**src/rtl/rom_arb_pkg.sv**
```systemverilog
// Shared definitions for the ROM read arbiter: FSM state encoding and id width.
// No logic of its own; imported by rom_arb_select and rom_read_arbiter.
// Helper id_w() keeps a requester index at least one bit wide.
package rom_arb_pkg;

    // One hop per state: IDLE -> READ -> CAPTURE -> RESP -> (READ | IDLE)
    typedef enum logic [1:0] {
        ST_IDLE    = 2'd0,
        ST_READ    = 2'd1,
        ST_CAPTURE = 2'd2,
        ST_RESP    = 2'd3
    } state_t;

    // Width of a requester index for n requesters
    function automatic int id_w(input int n);
        return (n <= 1) ? 1 : $clog2(n);
    endfunction

endpackage

```
**src/rtl/rom_arb_select.sv**
```systemverilog
// Winner selection for the ROM read arbiter (fixed priority or round-robin).
// Latency: combinational; only the round-robin pointer is a register.
// Backpressure: none; the pointer advances only when the caller asserts take.
//
// Ports:
//   clk, rst  - clock and synchronous active-high reset (pointer only)
//   req       - request vector, one bit per requester
//   take      - the caller is granting win_idx on this edge
//   any_req   - at least one request is present
//   win_idx   - index of the selected requester (valid when any_req)
//
// Policy macro: ROM_ARB_ROUND_ROBIN_EN defined selects round-robin, otherwise
// fixed priority with the lowest index winning.
module rom_arb_select
    import rom_arb_pkg::*;
#(
    parameter int NUM_REQ = 4,
    parameter int ID_W    = id_w(NUM_REQ)
) (
    input  logic               clk,
    input  logic               rst,
    input  logic [NUM_REQ-1:0] req,
    input  logic               take,
    output logic               any_req,
    output logic [ID_W-1:0]    win_idx
);

    assign any_req = |req;

`ifdef ROM_ARB_ROUND_ROBIN_EN
    // Last granted index; reset to NUM_REQ-1 so requester 0 is searched first
    logic [ID_W-1:0]      ptr_q;
    logic [2*NUM_REQ-1:0] req2;
    logic [NUM_REQ-1:0]   rot;
    logic [ID_W-1:0]      pos;
    int                   sum_idx;

    // Rotate the doubled request vector so bit 0 is the slot after ptr_q,
    // take the lowest set bit, then map the offset back to an absolute index.
    always_comb begin
        req2    = {req, req};
        rot     = NUM_REQ'(req2 >> (int'(ptr_q) + 1));
        pos     = '0;
        for (int i = NUM_REQ - 1; i >= 0; i--) begin
            if (rot[i]) pos = ID_W'(i);
        end
        sum_idx = int'(ptr_q) + 1 + int'(pos);
        if (sum_idx >= NUM_REQ) sum_idx = sum_idx - NUM_REQ;
        win_idx = ID_W'(sum_idx);
    end

    always_ff @(posedge clk) begin
        if (rst) begin
            ptr_q <= ID_W'(NUM_REQ - 1);
        end else if (take) begin
            ptr_q <= win_idx;
        end
    end
`else
    // Lowest set index wins; scanning downwards leaves the lowest one last
    always_comb begin
        win_idx = '0;
        for (int i = NUM_REQ - 1; i >= 0; i--) begin
            if (req[i]) win_idx = ID_W'(i);
        end
    end

    // Fixed priority holds no state
    logic unused_fixed;
    assign unused_fixed = ^{clk, rst, take};
`endif

endmodule

```
**src/rtl/rom_read_arbiter.sv**
```systemverilog
// Arbitrates NUM_REQ requesters onto one ROM read port and returns the data.
// Latency: grant the cycle after req is sampled; rsp_valid two cycles later.
// Backpressure: RESP holds rsp_* until rsp_ready; no new grant meanwhile.
//
// Ports:
//   clk, rst          - clock and synchronous active-high reset
//   req, req_addr     - per-requester request (held until granted) and address
//   gnt               - one-hot, one-cycle grant pulse (first cycle of READ)
//   rsp_valid/_ready  - response handshake; rsp_id/rsp_data hold the response
//   busy              - high in any state but IDLE
//   rom_en, rom_addr  - ROM read port; rom_data returns one cycle after rom_en
//
// Build option: ROM_ARB_ROUND_ROBIN_EN selects round-robin arbitration,
// otherwise fixed priority (lowest index first).
module rom_read_arbiter
    import rom_arb_pkg::*;
#(
    parameter int NUM_REQ = 4,
    parameter int ADDR_W  = 4,
    parameter int DATA_W  = 16
) (
    input  logic                      clk,
    input  logic                      rst,
    input  logic [NUM_REQ-1:0]        req,
    input  logic [NUM_REQ*ADDR_W-1:0] req_addr,
    output logic [NUM_REQ-1:0]        gnt,
    output logic                      rsp_valid,
    input  logic                      rsp_ready,
    output logic [id_w(NUM_REQ)-1:0]  rsp_id,
    output logic [DATA_W-1:0]         rsp_data,
    output logic                      busy,
    output logic                      rom_en,
    output logic [ADDR_W-1:0]         rom_addr,
    input  logic [DATA_W-1:0]         rom_data
);

    localparam int ID_W = id_w(NUM_REQ);

    state_t              state_q, state_d;

    // Registered outputs and their next values
    logic [NUM_REQ-1:0]  gnt_q, gnt_d;
    logic                rsp_valid_q, rsp_valid_d;
    logic [ID_W-1:0]     rsp_id_q, rsp_id_d;
    logic [DATA_W-1:0]   rsp_data_q, rsp_data_d;
    logic                busy_q, busy_d;
    logic                rom_en_q, rom_en_d;
    logic [ADDR_W-1:0]   rom_addr_q, rom_addr_d;

    // Id of the transaction in flight; rom_addr_q doubles as its latched address
    logic [ID_W-1:0]     cur_id_q, cur_id_d;

    logic                any_req;
    logic [ID_W-1:0]     win_idx;
    logic [NUM_REQ-1:0]  win_onehot;
    logic [ADDR_W-1:0]   win_addr;
    logic                take;

    rom_arb_select #(
        .NUM_REQ (NUM_REQ),
        .ID_W    (ID_W)
    ) u_select (
        .clk     (clk),
        .rst     (rst),
        .req     (req),
        .take    (take),
        .any_req (any_req),
        .win_idx (win_idx)
    );

    assign win_addr = req_addr[int'(win_idx) * ADDR_W +: ADDR_W];

    always_comb begin
        win_onehot = '0;
        for (int i = 0; i < NUM_REQ; i++) begin
            win_onehot[i] = (win_idx == ID_W'(i));
        end
    end

    // Next-state and next-output logic
    always_comb begin
        state_d     = state_q;
        gnt_d       = '0;
        rom_en_d    = 1'b0;
        rom_addr_d  = rom_addr_q;
        rsp_valid_d = rsp_valid_q;
        rsp_id_d    = rsp_id_q;
        rsp_data_d  = rsp_data_q;
        cur_id_d    = cur_id_q;
        take        = 1'b0;

        unique case (state_q)
            ST_IDLE: begin
                take = any_req;
            end
            ST_READ: begin
                state_d = ST_CAPTURE;
            end
            ST_CAPTURE: begin
                // ROM output is valid now, one cycle after rom_en was sampled
                rsp_data_d  = rom_data;
                rsp_id_d    = cur_id_q;
                rsp_valid_d = 1'b1;
                state_d     = ST_RESP;
            end
            ST_RESP: begin
                if (rsp_ready) begin
                    rsp_valid_d = 1'b0;
                    // Arbitrate on the handshake edge so back-to-back reads
                    // cost three cycles each
                    take        = any_req;
                    state_d     = ST_IDLE;
                end
            end
            default: begin
                state_d = ST_IDLE;
            end
        endcase

        if (take) begin
            state_d    = ST_READ;
            gnt_d      = win_onehot;
            rom_en_d   = 1'b1;
            rom_addr_d = win_addr;
            cur_id_d   = win_idx;
        end

        busy_d = (state_d != ST_IDLE);
    end

    always_ff @(posedge clk) begin
        if (rst) begin
            state_q <= ST_IDLE;
        end else begin
            state_q <= state_d;
        end
    end

    always_ff @(posedge clk) begin
        if (rst) begin
            gnt_q       <= '0;
            rsp_valid_q <= 1'b0;
            rsp_id_q    <= '0;
            rsp_data_q  <= '0;
            busy_q      <= 1'b0;
            rom_en_q    <= 1'b0;
            rom_addr_q  <= '0;
            cur_id_q    <= '0;
        end else begin
            gnt_q       <= gnt_d;
            rsp_valid_q <= rsp_valid_d;
            rsp_id_q    <= rsp_id_d;
            rsp_data_q  <= rsp_data_d;
            busy_q      <= busy_d;
            rom_en_q    <= rom_en_d;
            rom_addr_q  <= rom_addr_d;
            cur_id_q    <= cur_id_d;
        end
    end

    assign gnt       = gnt_q;
    assign rsp_valid = rsp_valid_q;
    assign rsp_id    = rsp_id_q;
    assign rsp_data  = rsp_data_q;
    assign busy      = busy_q;
    assign rom_en    = rom_en_q;
    assign rom_addr  = rom_addr_q;

endmodule

```
**config.mk**
```make
export PLATFORM = sky130hd
export DESIGN_NAME = rom_read_arbiter
export DESIGN_NICKNAME = d
export VERILOG_FILES = /design/src/rtl/rom_arb_pkg.sv /design/src/rtl/rom_arb_select.sv /design/src/rtl/rom_read_arbiter.sv
export SDC_FILE = /design/constraint.sdc
export NUM_CORES = 1
export LEC_CHECK = 0
export BUFFER_PORTS_ARGS = -buffer_cell sky130_fd_sc_hd__buf_2
export CORE_MARGIN = 2
export CORE_UTILIZATION = 48
export DETAILED_ROUTE_END_ITERATION = 12
export GPL_TIMING_DRIVEN = 1
export PLACE_DENSITY = 0.84
export SYNTH_ARGS = -nofsm -noshare
export SYNTH_HDL_FRONTEND = slang
export SYNTH_HIERARCHICAL = 1
export SYNTH_SLANG_ARGS = --single-unit
```
**constraint.sdc**
```tcl
create_clock -name clk -period 3.4 [get_ports clk]
set_clock_uncertainty 0.2 [all_clocks]
set_input_delay 0.34 -clock clk [delete_from_list [all_inputs] [get_ports clk]]
set_output_delay 0.34 -clock clk [all_outputs]
set_load 0.05 [all_outputs]
```
== Yosys cells after proc, flatten, opt, wreduce, memory -nomap -nowiden ==
Index checks and enable logic that the tools add are counted.

* Memories kept: 0
* RAM bits: 0
* Word-level logic and storage cells: 37
* Register bits: 33
* ROM bits: 0
* Bits in latches: 0
* Input bits: 39

* Shifts and indexed selects: 1
* Bitwise gates (word level): 1
* Multiplexer cells: 12
* $mul: 0
* Divide/modulo/power cells: 0
* $add $sub $neg: 0
* Equality and inequality tests: 7
* Reduce and logical (&&, ||, !) cells: 7
* Order comparisons: 0

{| class="wikitable"
|+ Operator list
! kind !! number
|-
| variable part select 16 x 5 -> 4 bit || 1
|-
| 2-to-1 mux 2 bit || 6
|-
| equality test 2 bit (second input constant) || 4
|-
| case mux 2 bit (3 select lines) || 1
|-
| equality test 2 x 1 -> 1 bit (second input constant) || 2
|-
| logical NOT 2 bit || 2
|-
| case mux 1 bit (2 select lines) || 2
|-
| nonzero test 2 bit || 2
|-
| OR reduction 4 bit || 1
|-
| 2-to-1 mux 1 bit || 3
|-
| != test 2 bit (second input constant) || 1
|-
| AND reduction 2 bit || 1
|-
| OR reduction 2 bit || 1
|-
| NOT 1 bit || 1
|}

== Logic depth before layout (Yosys ltp) ==
* Word-level depth: 5
* Mapped depth: 7
* Gate-level depth less buffers: 6

== Hierarchy ==
The synthesis kept the hierarchy.

{| class="wikitable"
|+ Modules (own cells, without submodules)
! module !! times used !! cells each !! sequential area each (um^2) !! area an instance (um^2)
|-
| rom_read_arbiter || 1 || 128 || 660.6 || 1348.8
|-
| rom_arb_select || 1 || 7 || 0.0 || 35.0
|}

== Least setup slack after synthesis ==
OpenSTA, ideal clock, no wires.

* Kind: input port to flip-flop
* Start point: in req[2]
* End point: reg rom_addr_q[1] (netlist: rom_addr[1])
* Stages: 6
* Required time: 3081 ps
* Setup slack: 1706 ps
* Arrival time: 1375 ps
* Path buffers: 1
* Path through: nand2b_1 -> a21oi_2 -> buf_6 -> mux4_2 -> nand3_1 -> a21oi_1

* Word-level cells in the longest chain between the ends: 4
* Elaborated cells on any way between the ends: 7

{| class="wikitable"
|+ RTL lines
! what !! line !! text
|-
| from (decl) || rom_read_arbiter.sv:24 || <nowiki>input logic [NUM_REQ-1:0] req,</nowiki>
|-
| 2-to-1 mux 2 bit (3 in series) || rom_arb_select.sv:64 || <nowiki>if (req[i]) win_idx = ID_W'(i);</nowiki>
|-
| net win_idx[0] || rom_read_arbiter.sv:54 || <nowiki>logic [ID_W-1:0] win_idx;</nowiki>
|-
| variable part select 16 x 5 -> 4 bit || rom_read_arbiter.sv:71 || <nowiki>assign win_addr = req_addr[int'(win_idx) * ADDR_W +: ADDR_W];</nowiki>
|-
| to (signal assigned) || rom_read_arbiter.sv:156 || <nowiki>rom_addr_q <= rom_addr_d;</nowiki>
|-
| to (decl) || rom_read_arbiter.sv:48 || <nowiki>logic [ADDR_W-1:0] rom_addr_q, rom_addr_d;</nowiki>
|}

The timed path passes the listed nets, and every way through them passes these cells.
A chain may end at the register's enable or synchronous reset.

== Final worst setup path ==
* Start point: reg state_q[0]
* End point: reg cur_id_q[0]

* Word-level cells in the longest chain between the ends: 2
* Elaborated cells on any way between the ends: 3

{| class="wikitable"
|+ RTL lines
! what !! line !! text
|-
| from (decl) || rom_read_arbiter.sv:39 || <nowiki>state_t state_q, state_d;</nowiki>
|-
| from (signal assigned) || rom_read_arbiter.sv:135 || <nowiki>state_q <= state_d;</nowiki>
|-
| equality test 2 bit / logical NOT 2 bit (equally long branches) || rom_read_arbiter.sv:92 || <nowiki>unique case (state_q)</nowiki>
|-
| case mux 1 bit (2 select lines) * || rom_read_arbiter.sv:92 ||
|-
| to (signal assigned) || rom_read_arbiter.sv:157 || <nowiki>cur_id_q <= cur_id_d;</nowiki>
|-
| to (decl) || rom_read_arbiter.sv:51 || <nowiki>logic [ID_W-1:0] cur_id_q, cur_id_d;</nowiki>
|}

Every way passes the cells marked *; elsewhere a longest branch is shown, timed or not.

==> results list <==
- Result of the run: finished, final reports clean
- Die Height: between 50 and 60 um
* Cell at the root of the clock tree: clkbuf_4
- The routed layout has ~1.2k vias.
- Once the clock tree was built, the resizer swapped 0 gates to a different size.
- Final ANT Viol Nets: 0
* Largest net degree at the start of global routing: 31
* Reg2Reg Setup Slack: 1560 ps
* Number of antenna cells inserted: 0
- Number of synthesized register bits: 33
- Routed wire length: 2680 um
- A synthesized cell averages 10.3 um2.
* Category of the worst setup path capture point: register
- Number of filler cells placed in the layout: 256
* Share of the synthesized area in the top cell type: 47.7%
- STA puts the critical path data required time at 3440 ps.
- Summed over all instances, the cell type with the most area after synthesis is dfxtp_1.
- Share of the yosys chip area belonging to registers: around 48%
* Average detailed-routed wire length per instance: 11.5 um
- Final Hold Viols: 0
- Number of hold-repair buffers added at the cts stage: 0
* Cells taking the most area after synthesis: dfxtp_1 48%, mux2i_1 13%, mux4_2 6.5%
- 68 I/O pins were placed.
- Arrival time of data at the critical path endpoint: 1880 ps
* DR vias/cell: 5.05
- H-tree lvl count: 2
* Global-route usage over all layers: 16.9%
- Share of flip-flops with an asynchronous set or reset: 0%
- Post-CTS setup buffer count: 0
* Clock latency at the later pin of the worst-skew pair: 310 ps
* Max-capacitance violation count: 0
* Count of input and output buffers: 67
- 1st-pass router iterations: 4
* Top flip-flop cell by instance count after synthesis: dfxtp_1
- Summed over all cells, the static leakage comes to approximately 0.00083 uW.
- The synthesized design contains 0 enable-type register cells.
* DP Area: approximately 1700 um2
* Clk slew on worst S/H paths: 90 ps
- Via count of the first global-routing pass: approximately 1.1k
- Number of instances on the worst hold path: 3
- Wire length of the first global-routing pass: around 4300 um
- Min-delay worst type: input pin to register
- Weighted congestion at the end of routability-driven global placement: 0.681
* Post-route design area: 1770 um2
- Number of remaining DRC errors: 0
- In the final layout, the share of cells above drive strength 1 is 43.1%.
* Path type of the worst setup path: register to register
- The signal on the critical path passes through inv_1 > ha_1 > nor2b_1 > nand3_1 > a21oi_1.
- Maximum clock frequency: 0.542 GHz
- Maximum vdd drop: around 0.55 mV
- STA classifies the critical path startpoint as a register.
- Critical Path Slowest Stage Cell: nor2b_1
- Post-synthesis instance total: 135
* Die W: just under 60 um
- The tree built by TritonCTS fans out to 33 sinks.
- Final Critical Period: 1840 ps
- Antenna violations before repair: 0
- Synthesis instantiated 27 different standard cells from the library.
- The net count of the finished layout is about 240.
- Worst max-slew margin expressed relative to the limit: 41.7%
- The worst hold path terminates at rsp_data[4]$_SDFFE_PP0N_.
* Maximum cell stage delay along the critical path: 440 ps
- The max-slew violation count is 0.
* Area overhead of the layout relative to synthesis: 27.8%
- TritonCTS built the clock tree.
* Slew of the pin with the lowest slew margin: 867 ps
* Share of the clock period used by the worst path: 54.2%
- Setup violations remaining at the end of the flow were counted as 0.
- Leading cell type in the layout, fill and taps excluded: buf_2
* DP HPWL: approximately 2100 um
- Row generation in the floorplan step produced 19 rows.
- The worst register-to-register path ends at cur_id_q[0]$_SDFFE_PP0P_.
- In this run the most critical hold path is launched from rom_data[4].
- Initial standard-cell utilization of the core: 50.2%
* Clk buf depth: 2
* Total negative slack: 0 ps
- The Yosys step of the flow raised 6 warnings.
- Counting every net in the synthesized netlist gives between 150 and 200.
- After global routing the overflow that remains totals 0.
- Crit path max fanout: 7
- Setup repair after global routing left no endpoint under its margin.
- Startpoint of the worst register-to-register path: state_q[0]$_SDFF_PP0_
* Total power density per cell area: 788 nW/um2
- The first routing iteration left 16 violations.
* Core Area: 2760 um2
* R2R depth: 5
* Top library cells by usage in the layout, fill and taps aside: 67 x buf_2, 33 x dfxtp_1, 22 x nor2_1
- Post-synthesis instance area: 1380 um2
- Die area: 3330 um2
* Number of buffers added by the clock tree synthesis step: 5
sequential cells by signal, indices dropped and copies added (netlist names):
| register | flops |
|---|---|
| rsp_id | 2 |
| gnt | 4 |
| cur_id_q | 2 |
| rsp_data | 16 |
| busy | 1 |
| rom_en | 1 |
| rom_addr | 4 |
| rsp_valid | 1 |
| state_q | 2 |
logic make-up after synthesis:
group,after synthesis,synth area share (%)
AO/OA/AOI/OAI,21,9.04
adder cells (fa/ha/maj),3,2.71
buffers and inverters,12,4.79
flip-flops,33,47.7
multiplexers,22,19.5
AND/OR/NAND/NOR,44,16.2
where the power goes:
group | internal [uW] | switching (uW) | leakage, uW
registers | 470 | 35.7 | 0.000269
clock network | 97.5 | 110 | 0.0000314
logic | 204 | 477 | 0.000534
total | 772 | 622 | 0.000834
synthesized netlist by cell type (2+ instances only):
cell type,instances
buf_2,4
dfxtp_1,33
and3b_2,2
ha_1,3
nand3_1,6
nor2b_1,3
inv_1,4
mux4_2,4
buf_4,2
mux2i_1,18
nand2_1,2
nor2_1,22
o21ai_0,7
nand2b_1,3
a21oi_1,10
routing by layer:
metal / vias up / track usage (%) / wire length, um
li1: 604 / - / -
met1: 515 / 20.6 / 1170
met2: 52 / 27.9 / 1240
met3: 6 / 3.79 / 219
met4: 0 / 8.97 / 57
met5: - / 0 / 0
worst max-delay path, delay by kind of cell, from the launching register on:
family                     cells  cell delay (ps)
and+or+nand+nor                2              620
buffers and inverters          1              110
adders and majority gates      1              310
AOI/OAI and AO/OA              1              160
DFF                            1              360
stage by stage:
stage	util (%)	setup slack, ps	power, uW	std cells	hold WS (ps)
floorplan	-	1710	1070	135	218
global placement	62.2	1390	1190	226	261
detailed placement	62.2	1300	1200	226	272
CTS	64.2	1580	1410	233	45.6
global route	64.2	1440	1480	233	44.8
finish	64.2	1560	1390	233	56.0
cell type report:
cell class,count,area [um2],area share [%]
inverters,4,15.0,0.849
multi-input cells,90,657,37.1
clock buffers,7,55.1,3.11
repair buffers,68,343,19.4
well taps,31,38.8,2.19
flip-flops and latches,33,661,37.3
worst max path at each step:
stage          slack [ps]             startpoint  cells past startpoint                       end
6_report             1560  state_q[0]$_SDFF_PP0_                      5  cur_id_q[0]$_SDFFE_PP0P_
2_1_floorplan        1710                 req[2]                      6  rom_addr[1]$_SDFFE_PP0P_
3_5_place_dp         1300                 req[0]                      5  rom_addr[2]$_SDFFE_PP0P_
5_1_grt              1440  state_q[0]$_SDFF_PP0_                      5  cur_id_q[0]$_SDFFE_PP0P_
4_1_cts              1580  state_q[0]$_SDFF_PP0_                      5  cur_id_q[0]$_SDFFE_PP0P_
3_3_place_gp         1390                 req[0]                      5  rom_addr[3]$_SDFFE_PP0P_
Power figures use the tool's default switching activity.
